### src/rtl/sram_scan_display.sv
// Post-sort SRAM reader: fetches N_WORDS bytes one by one and holds each on the 7-segment displays for DWELL cycles.
// Define SCAN_SORT_CHECK_EN to add a sticky sort_err flag for out-of-order neighbours within a pass.
module sram_scan_display #(
   parameter int N_WORDS   = 4,
   parameter int AW        = 2,
   parameter int DW        = 8,
   parameter int READ_WAIT = 2,
   parameter int DWELL     = 50_000_000
) (
   input  logic          clk,
   input  logic          rst_n,
   input  logic          start,
   input  logic          abort,
   input  logic          loop,
   output logic [AW-1:0] sram_addr,
   output logic          sram_ce_n,
   output logic          sram_oe_n,
   output logic          sram_we_n,
   input  logic [DW-1:0] sram_dq,
   output logic          busy,
   output logic          done,
   output logic [DW-1:0] cur_data,
   output logic [6:0]    hex0,
   output logic [6:0]    hex1,
   output logic [6:0]    hex2
`ifdef SCAN_SORT_CHECK_EN
   ,
   output logic          sort_err
`endif
);

   localparam int MAXC = (READ_WAIT > DWELL) ? READ_WAIT : DWELL;
   localparam int CW   = $clog2(MAXC + 1);
   localparam logic [CW-1:0] READ_LAST = CW'(READ_WAIT - 1);
   localparam logic [CW-1:0] SHOW_LAST = CW'(DWELL - 1);
   localparam logic [AW-1:0] ADDR_LAST = AW'(N_WORDS - 1);

   typedef enum logic [2:0] {IDLE, READ, SAMPLE, SHOW, FIN} state_t;

   state_t        state_q, state_d;
   logic [CW-1:0] cnt_q, cnt_d;
   logic [AW-1:0] addr_d;
   logic [AW-1:0] disp_addr;
   logic [3:0]    addr_digit;
   logic          valid;
   logic          sample;

   function automatic logic [6:0] seg7(input logic [3:0] v);
      case (v)
         4'h0:    seg7 = 7'h40;
         4'h1:    seg7 = 7'h79;
         4'h2:    seg7 = 7'h24;
         4'h3:    seg7 = 7'h30;
         4'h4:    seg7 = 7'h19;
         4'h5:    seg7 = 7'h12;
         4'h6:    seg7 = 7'h02;
         4'h7:    seg7 = 7'h78;
         4'h8:    seg7 = 7'h00;
         4'h9:    seg7 = 7'h10;
         4'hA:    seg7 = 7'h08;
         4'hB:    seg7 = 7'h03;
         4'hC:    seg7 = 7'h27;
         4'hD:    seg7 = 7'h21;
         4'hE:    seg7 = 7'h06;
         default: seg7 = 7'h0E;
      endcase
   endfunction

   always_comb begin
      state_d = state_q;
      cnt_d   = cnt_q;
      addr_d  = sram_addr;
      sample  = 1'b0;
      case (state_q)
         IDLE: begin
            if (start) begin
               state_d = READ;
               addr_d  = '0;
               cnt_d   = '0;
            end
         end
         READ: begin
            if (cnt_q == READ_LAST) begin
               state_d = SAMPLE;
               cnt_d   = '0;
            end else begin
               cnt_d = cnt_q + CW'(1);
            end
         end
         SAMPLE: begin
            sample  = 1'b1;
            state_d = SHOW;
            cnt_d   = '0;
         end
         SHOW: begin
            if (cnt_q == SHOW_LAST) begin
               cnt_d = '0;
               // Address only advances below the last word, so it never wraps by overflow.
               if (sram_addr != ADDR_LAST) begin
                  addr_d  = sram_addr + AW'(1);
                  state_d = READ;
               end else if (loop) begin
                  addr_d  = '0;
                  state_d = READ;
               end else begin
                  state_d = FIN;
               end
            end else begin
               cnt_d = cnt_q + CW'(1);
            end
         end
         FIN:     state_d = IDLE;
         default: state_d = IDLE;
      endcase
      // abort overrides everything, including a pending sample or start.
      if (abort) begin
         state_d = IDLE;
         cnt_d   = '0;
         addr_d  = sram_addr;
         sample  = 1'b0;
      end
   end

   always_ff @(posedge clk or negedge rst_n) begin
      if (!rst_n) begin
         state_q   <= IDLE;
         cnt_q     <= '0;
         sram_addr <= '0;
         cur_data  <= '0;
         disp_addr <= '0;
         valid     <= 1'b0;
      end else begin
         state_q   <= state_d;
         cnt_q     <= cnt_d;
         sram_addr <= addr_d;
         if (sample) begin
            cur_data  <= sram_dq;
            disp_addr <= sram_addr;
            valid     <= 1'b1;
         end
      end
   end

   assign sram_ce_n  = !((state_q == READ) || (state_q == SAMPLE));
   assign sram_oe_n  = sram_ce_n;
   assign sram_we_n  = 1'b1;
   assign busy       = (state_q != IDLE);
   assign done       = (state_q == FIN);
   assign addr_digit = 4'(disp_addr);
   assign hex0       = valid ? seg7(cur_data[3:0]) : 7'h7F;
   assign hex1       = valid ? seg7(cur_data[7:4]) : 7'h7F;

`ifdef SCAN_SORT_CHECK_EN
   logic first;
   logic accept;
   logic new_pass;

   // A pass begins at an accepted start or at a loop wrap; its first sample has no predecessor.
   assign accept   = (state_q == IDLE) && start && !abort;
   assign new_pass = accept || ((state_q == SHOW) && (cnt_q == SHOW_LAST) &&
                                (sram_addr == ADDR_LAST) && loop && !abort);

   always_ff @(posedge clk or negedge rst_n) begin
      if (!rst_n) begin
         first    <= 1'b0;
         sort_err <= 1'b0;
      end else begin
         if (new_pass) begin
            first <= 1'b1;
         end else if (sample) begin
            first <= 1'b0;
         end
         if (accept) begin
            sort_err <= 1'b0;
         end else if (sample && !first && (sram_dq < cur_data)) begin
            sort_err <= 1'b1;
         end
      end
   end

   assign hex2 = !valid ? 7'h7F : (sort_err ? 7'h06 : seg7(addr_digit));
`else
   assign hex2 = valid ? seg7(addr_digit) : 7'h7F;
`endif

endmodule

### config.mk
export PLATFORM = sky130hd
export DESIGN_NAME = sram_scan_display
export DESIGN_NICKNAME = d
export VERILOG_FILES = /design/src/rtl/sram_scan_display.sv
export SDC_FILE = /design/constraint.sdc
export NUM_CORES = 1
export LEC_CHECK = 0
export ABC_AREA = 0
export BUFFER_PORTS_ARGS = -buffer_cell sky130_fd_sc_hd__buf_2
export CAP_MARGIN = 10
export CORE_MARGIN = 2
export CORE_UTILIZATION = 45
export DETAILED_ROUTE_END_ITERATION = 6
export GPL_TIMING_DRIVEN = 0
export PLACE_DENSITY = 0.66
export SETUP_SLACK_MARGIN = 0.1
export SLEW_MARGIN = 10
export SYNTH_ARGS = -nofsm -noshare
export SYNTH_HDL_FRONTEND = slang
export SYNTH_SLANG_ARGS = --single-unit
export TNS_END_PERCENT = 10
### constraint.sdc
create_clock -name clk -period 3.63 [get_ports clk]
set_input_delay 0.363 -clock clk [delete_from_list [all_inputs] [get_ports clk]]
set_output_delay 0.363 -clock clk [all_outputs]
set_load 0.02 [all_outputs]
# Word-level counts from Yosys, hierarchy flattened
# Memory sizes are Yosys's and may differ from the RTL's.
# Cells that the tools add are included.
word_totals:
  output_inout_bits: 36
  wordCells: 56
  inputBits: 13
  ramBits: 0
  latchBits: 0
  rom_bits: 336
  ff_bits: 42
  mem_count: 3
memory_table:
  columns: ["memory", "depth", "word_bits", "rd", "rd_ports_with_merged_regs", "write_ports", "line_no", "rtl"]
  rows:
  - ["(name not given)", 16, 7, 1, 0, 0, "49", "case (v)"]
  - ["(name not given)", 16, 7, 1, 0, 0, "49", null]
  - ["(name not given)", 16, 7, 1, 0, 0, "49", null]
classes:
  reduce_logical: 9
  order_cmp: 0
  mux: 22
  mul: 0
  addsub: 2
  n_div: 0
  bitwise_logic: 1
  shift: 0
  n_eq_ne: 13
op_table:
  columns: ["op", "count"]
  rows:
  - ["26-bit two-way mux", 4]
  - ["26-bit case mux with 4 select lines", 1]
  - ["26-bit by 1-bit adder with 26-bit output, second input constant", 1]
  - ["26-bit by 1-bit == test with 1-bit output, second input constant", 1]
  - ["26-bit == test, second input constant", 1]
  - ["7-bit two-way mux", 3]
  - ["3-bit two-way mux", 6]
  - ["3-bit != test, second input constant", 4]
  - ["3-bit case mux with 4 select lines", 1]
  - ["2-bit two-way mux", 4]
  - ["3-bit by 2-bit == test with 1-bit output, second input constant", 2]
  - ["2-bit != test, second input constant", 3]
  - ["5-bit AND reduction", 1]
  - ["5-bit nonzero test", 1]
  - ["2-bit case mux with 2 select lines", 1]
  - ["3-bit by 1-bit == test with 1-bit output, second input constant", 1]
  - ["3-bit == test, second input constant", 1]
  - ["3-bit zero test", 1]
  - ["3-bit AND reduction", 1]
  - ["3-bit nonzero test", 1]
  - ["2-bit by 1-bit adder with 2-bit output, second input constant", 1]
  - ["1-bit two-way mux", 2]
  - ["2-bit AND reduction", 1]
  - ["2-bit nonzero test", 1]
  - ["3 further kinds", 3]

# Logic depth before layout (Yosys ltp)
depth:
  word_depth: 5
  depth_mapped: 8
  mapped_depth_nobuf: 7

# Least setup slack after synthesis
# OpenSTA, ideal clock, no wires.
synth_path:
  path_kind: "flip-flop to output port"
  start: "register cur_data[1]"
  end: "output hex0[3]"
  t_required_ns: 3.267
  stages_incl_launch_ff: 6
  path_buffers: 0
  arrival_ns: 1.749
  slack_ns: 1.518
  cell_sequence: "dfrtp_1 -> inv_1 -> ha_1 -> inv_1 -> mux4_2 -> or2_2"
synth_between:
  elab_chain_len: 2
synth_rtl:
  columns: ["item", "line_no", "rtl"]
  rows:
  - ["start: declaration", "22", "output logic [DW-1:0] cur_data,"]
  - ["start signal: assignment", "137", "cur_data <= sram_dq;"]
  - ["memory 16 x 7 bit", null, null]
  - ["7-bit two-way mux", "150", "assign hex0 = valid ? seg7(cur_data[3:0]) : 7'h7F;"]
  - ["end: declaration", "23", "output logic [6:0] hex0,"]
# No other way between the ends.

# Worst setup path in the final report
# Ends and elaborated chain as after synthesis.

==> results.json <==
{
  "drt_wl_total_um": 8010,
  "async_reset_ff_share_pct": 100,
  "wl_met2_um": 3790,
  "clk_latency_ns": 0.31,
  "skew_ns": 0.0127,
  "power.static_leakage_nw": 1.52,
  "fin_tns_setup_ns": 0,
  "dp_hpwl_um": 5810,
  "dieArea_um2": 7490,
  "synth-adder-area-share_pct": 6.12,
  "synth_simple_gate_area_share_pct": 27.2,
  "cts_made_buffers": 5,
  "avgViaCountPerCell": 5.98,
  "synth_compound_area_share_pct": 20.0,
  "antenna_cells": 0,
  "gp_congestion": 0.890,
  "grt_pass1_wl_um": 13200,
  "fp.dieH_um": 86.5,
  "synth_cell_types": 61,
  "finalHoldViolCount": 0,
  "n_fill_cell": 630,
  "final_max_slew_viol_count": 0,
  "postCtsSetupBuffers": 0,
  "drt_pass1_iterations": 5,
  "syn_nets": 389,
  "synth-edff-count": 0,
  "rows": 30,
  "ys_seq_area_share_pct": 34.3,
  "rr_startpoint": "state_q[1]$_DFFE_PN0P_",
  "grt_pass1_vias": 2730,
  "powerDensity_nw_per_um2": 642,
  "worstSetupEndpointType": "output port",
  "fin_crit_sh_pct": 68.9,
  "ys_warn_count": 0,
  "globalRoute.totalOverflow": 0,
  "fin_nets": 442,
  "hold_buffers": 0,
  "grt_use_total_pct": 22.2,
  "finalWorstSetupSlack_ns": 1.13,
  "fp.dieW_um": 86.5,
  "hold_class": "input port to asynchronous set/reset pin",
  "ant_nets": 0,
  "syn_inst": 361,
  "initial_utilization_pct": 45.9,
  "maxCapViolCount": 0,
  "status": "finished, final reports clean",
  "setup_violations": 0,
  "timing.final.crit_period_ns": 2.50,
  "cts_buffer_depth": 2,
  "critPathLaunchType": "register",
  "ys.flop_type": "dfrtp_1",
  "first_iter_violations": 172,
  "coreArea_um2": 6680,
  "synth_xor_xnor_area_share_pct": 0.286,
  "synth_top_family_by_area": "simple AND/OR/NAND/NOR gates",
  "hold_slack_ns": 0.196,
  "ys_ff_latch": 42,
  "cts_tree": "done",
  "fin_util_pct": 52.4,
  "met3_wirelength_um": 602,
  "num_vias": 2959,
  "post_cts_resized": 0,
  "dp_slack_ns": 1.26,
  "irDropWorstVdd_v": 0.000209,
  "antenna_found_initial": 0,
  "required_ns": 3.27,
  "arrival_ns": 2.14,
  "grt_start_max_net_pins": 43,
  "cts.clk_slew.worst_paths_ns": 0.08,
  "drive_gt1_share_pct": 20.7,
  "ios": 49,
  "io_buffers": 46,
  "rsz0062_at_grt": "false",
  "wl_met1_um": 3490,
  "crit_start": "cur_data[1]$_DFFE_PN0P_",
  "slew-limit-headroom_pct": 36.2,
  "syn_to_final_growth_pct": 14.3,
  "worst_slew_pin_slew_ns": 0.951,
  "topRoutingLayerUsed": "met4",
  "fmax_mhz": 400,
  "synth.mux.area_fraction_pct": 4.98,
  "drc_errors": 0,
  "power_mw": 2.25,
  "critPathKind": "register to output port",
  "htree_levels": 2,
  "root_buffer": "clkbuf_8",
  "clock_sink_count": 42,
  "synth.cell_area_um2": 3060,
  "syn_area_per_cell_um2": 8.49,
  "wl_per_cell_um": 16.2,
  "path_max_fanout": 7
}
[state kept, by name, indices dropped and copies added (netlist names)]
signal / flops
sram_addr: 2
valid: 1
state_q: 3
disp_addr: 2
cur_data: 8
cnt_q: 26
[kinds of logic after synthesis]
logic type | Yosys count
xor+xnor | 1
flops | 42
fa+ha+maj | 15
mux | 11
compound gates | 88
other cells | 1
simple gates | 156
buf+inv | 47
[per-stage QoR]
step	std cells	instance area, um^2
detailed placement	487	3390
floorplan	361	3060
CTS	495	3500
global route	495	3500
global placement	487	3390
finish	495	3500
[power by group]
group / switching (mW) / internal (mW) / leakage (nW)
registers: 0.0785 / 0.534 / 0.555
logic: 0.792 / 0.470 / 0.911
clock network: 0.173 / 0.203 / 0.0579
total: 1.04 / 1.21 / 1.52
[routing by layer]
| metal | vias up | track usage (%) |
|---|---|---|
| met2 | 120 | 37.3 |
| met1 | 1388 | 29.1 |
| li1 | 1438 | - |
| met3 | 13 | 3.62 |
| met5 | - | 0 |
| met4 | 0 | 7.39 |
[cell usage after synthesis, types with 2 or more instances]
library cell  count  area, um^2
or3_1             4        25.0
o41ai_1           3        26.3
nand2b_1          6        37.5
dfrtp_1          42        1050
o211ai_1          8        60.1
mux4_2            3        67.6
nand2_1          46         173
inv_1            25        93.8
o22ai_1           2        12.5
nand3_1          23         115
a31o_2            3        26.3
buf_2             3        15.0
nand4_1           8        50.1
or4_1             3        22.5
o21ai_1           2        10.0
o21bai_1          3        22.5
mux2i_1           4        40.0
or2_2             6        37.5
a31oi_1           9        56.3
o311ai_0          2        17.5
and4_1            2        17.5
o21ai_0          20         100
nor3_1           12        60.1
a21oi_1          10        50.1
nor4_1           10        62.6
buf_4             3        22.5
mux2_2            4        45.0
buf_6             3        33.8
a22o_1            4        35.0
or4_4             2        22.5
clkbuf_1         13        48.8
and3_1            6        37.5
nor2_1           20        75.1
o31ai_1           6        45.0
ha_1             15         188
[critical path: stages (launching register included)]
cell     delay (ns)
dfrtp_1        0.46
inv_1          0.15
ha_1           0.33
inv_1          0.04
mux4_2         0.42
or2_2          0.27
buf_2          0.16
[area by class of cell]
| class | count | area, um^2 | share of cell area, % |
|---|---|---|---|
| flip-flops and latches | 42 | 1050 | 30.0 |
| multi-input cells | 272 | 1800 | 51.4 |
| clock inverters | 3 | 40.0 | 1.14 |
| inverters | 25 | 93.8 | 2.68 |
| clock buffers | 5 | 68.8 | 1.96 |
| well taps | 80 | 100 | 2.86 |
| repair buffers | 46 | 230 | 6.57 |
| plain buffers | 22 | 120 | 3.43 |
[cell usage in the layout (no fill, tap or decap), types with 2 or more instances in the layout]
cell type	instances
or3_1	4
nor3_1	12
buf_4	3
a31o_2	3
nor4_1	10
a21oi_1	10
nand3_1	23
mux4_2	3
mux2i_1	4
buf_2	49
inv_1	25
and3_1	6
o41ai_1	3
o31ai_1	6
o211ai_1	8
o21ai_1	2
clkbuf_8	5
nand2b_1	6
clkbuf_1	13
clkinv_2	2
nand2_1	46
or4_4	2
or4_1	3
o311ai_0	2
a31oi_1	9
ha_1	15
o22ai_1	2
and4_1	2
o21bai_1	3
buf_6	3
dfrtp_1	42
nor2_1	20
o21ai_0	20
nand4_1	8
mux2_2	4
a22o_1	4
or2_2	6
[path summary, 6_finish.rpt]
kind,to,slack (ns),cells after the start
max in group asynchronous,cnt_q[18]$_DFFE_PN0P_,2.84,1
worst min register to register,disp_addr[0]$_DFFE_PN0P_,0.53,1
worst min-delay path,cnt_q[0]$_DFFE_PN0P_,0.20,1
min in group clk,cur_data[1]$_DFFE_PN0P_,0.26,3
worst max-delay path,hex0[3],1.13,6
worst max register to register,cnt_q[18]$_DFFE_PN0P_,1.17,7
Note: power is estimated with default switching activity, not from simulation.
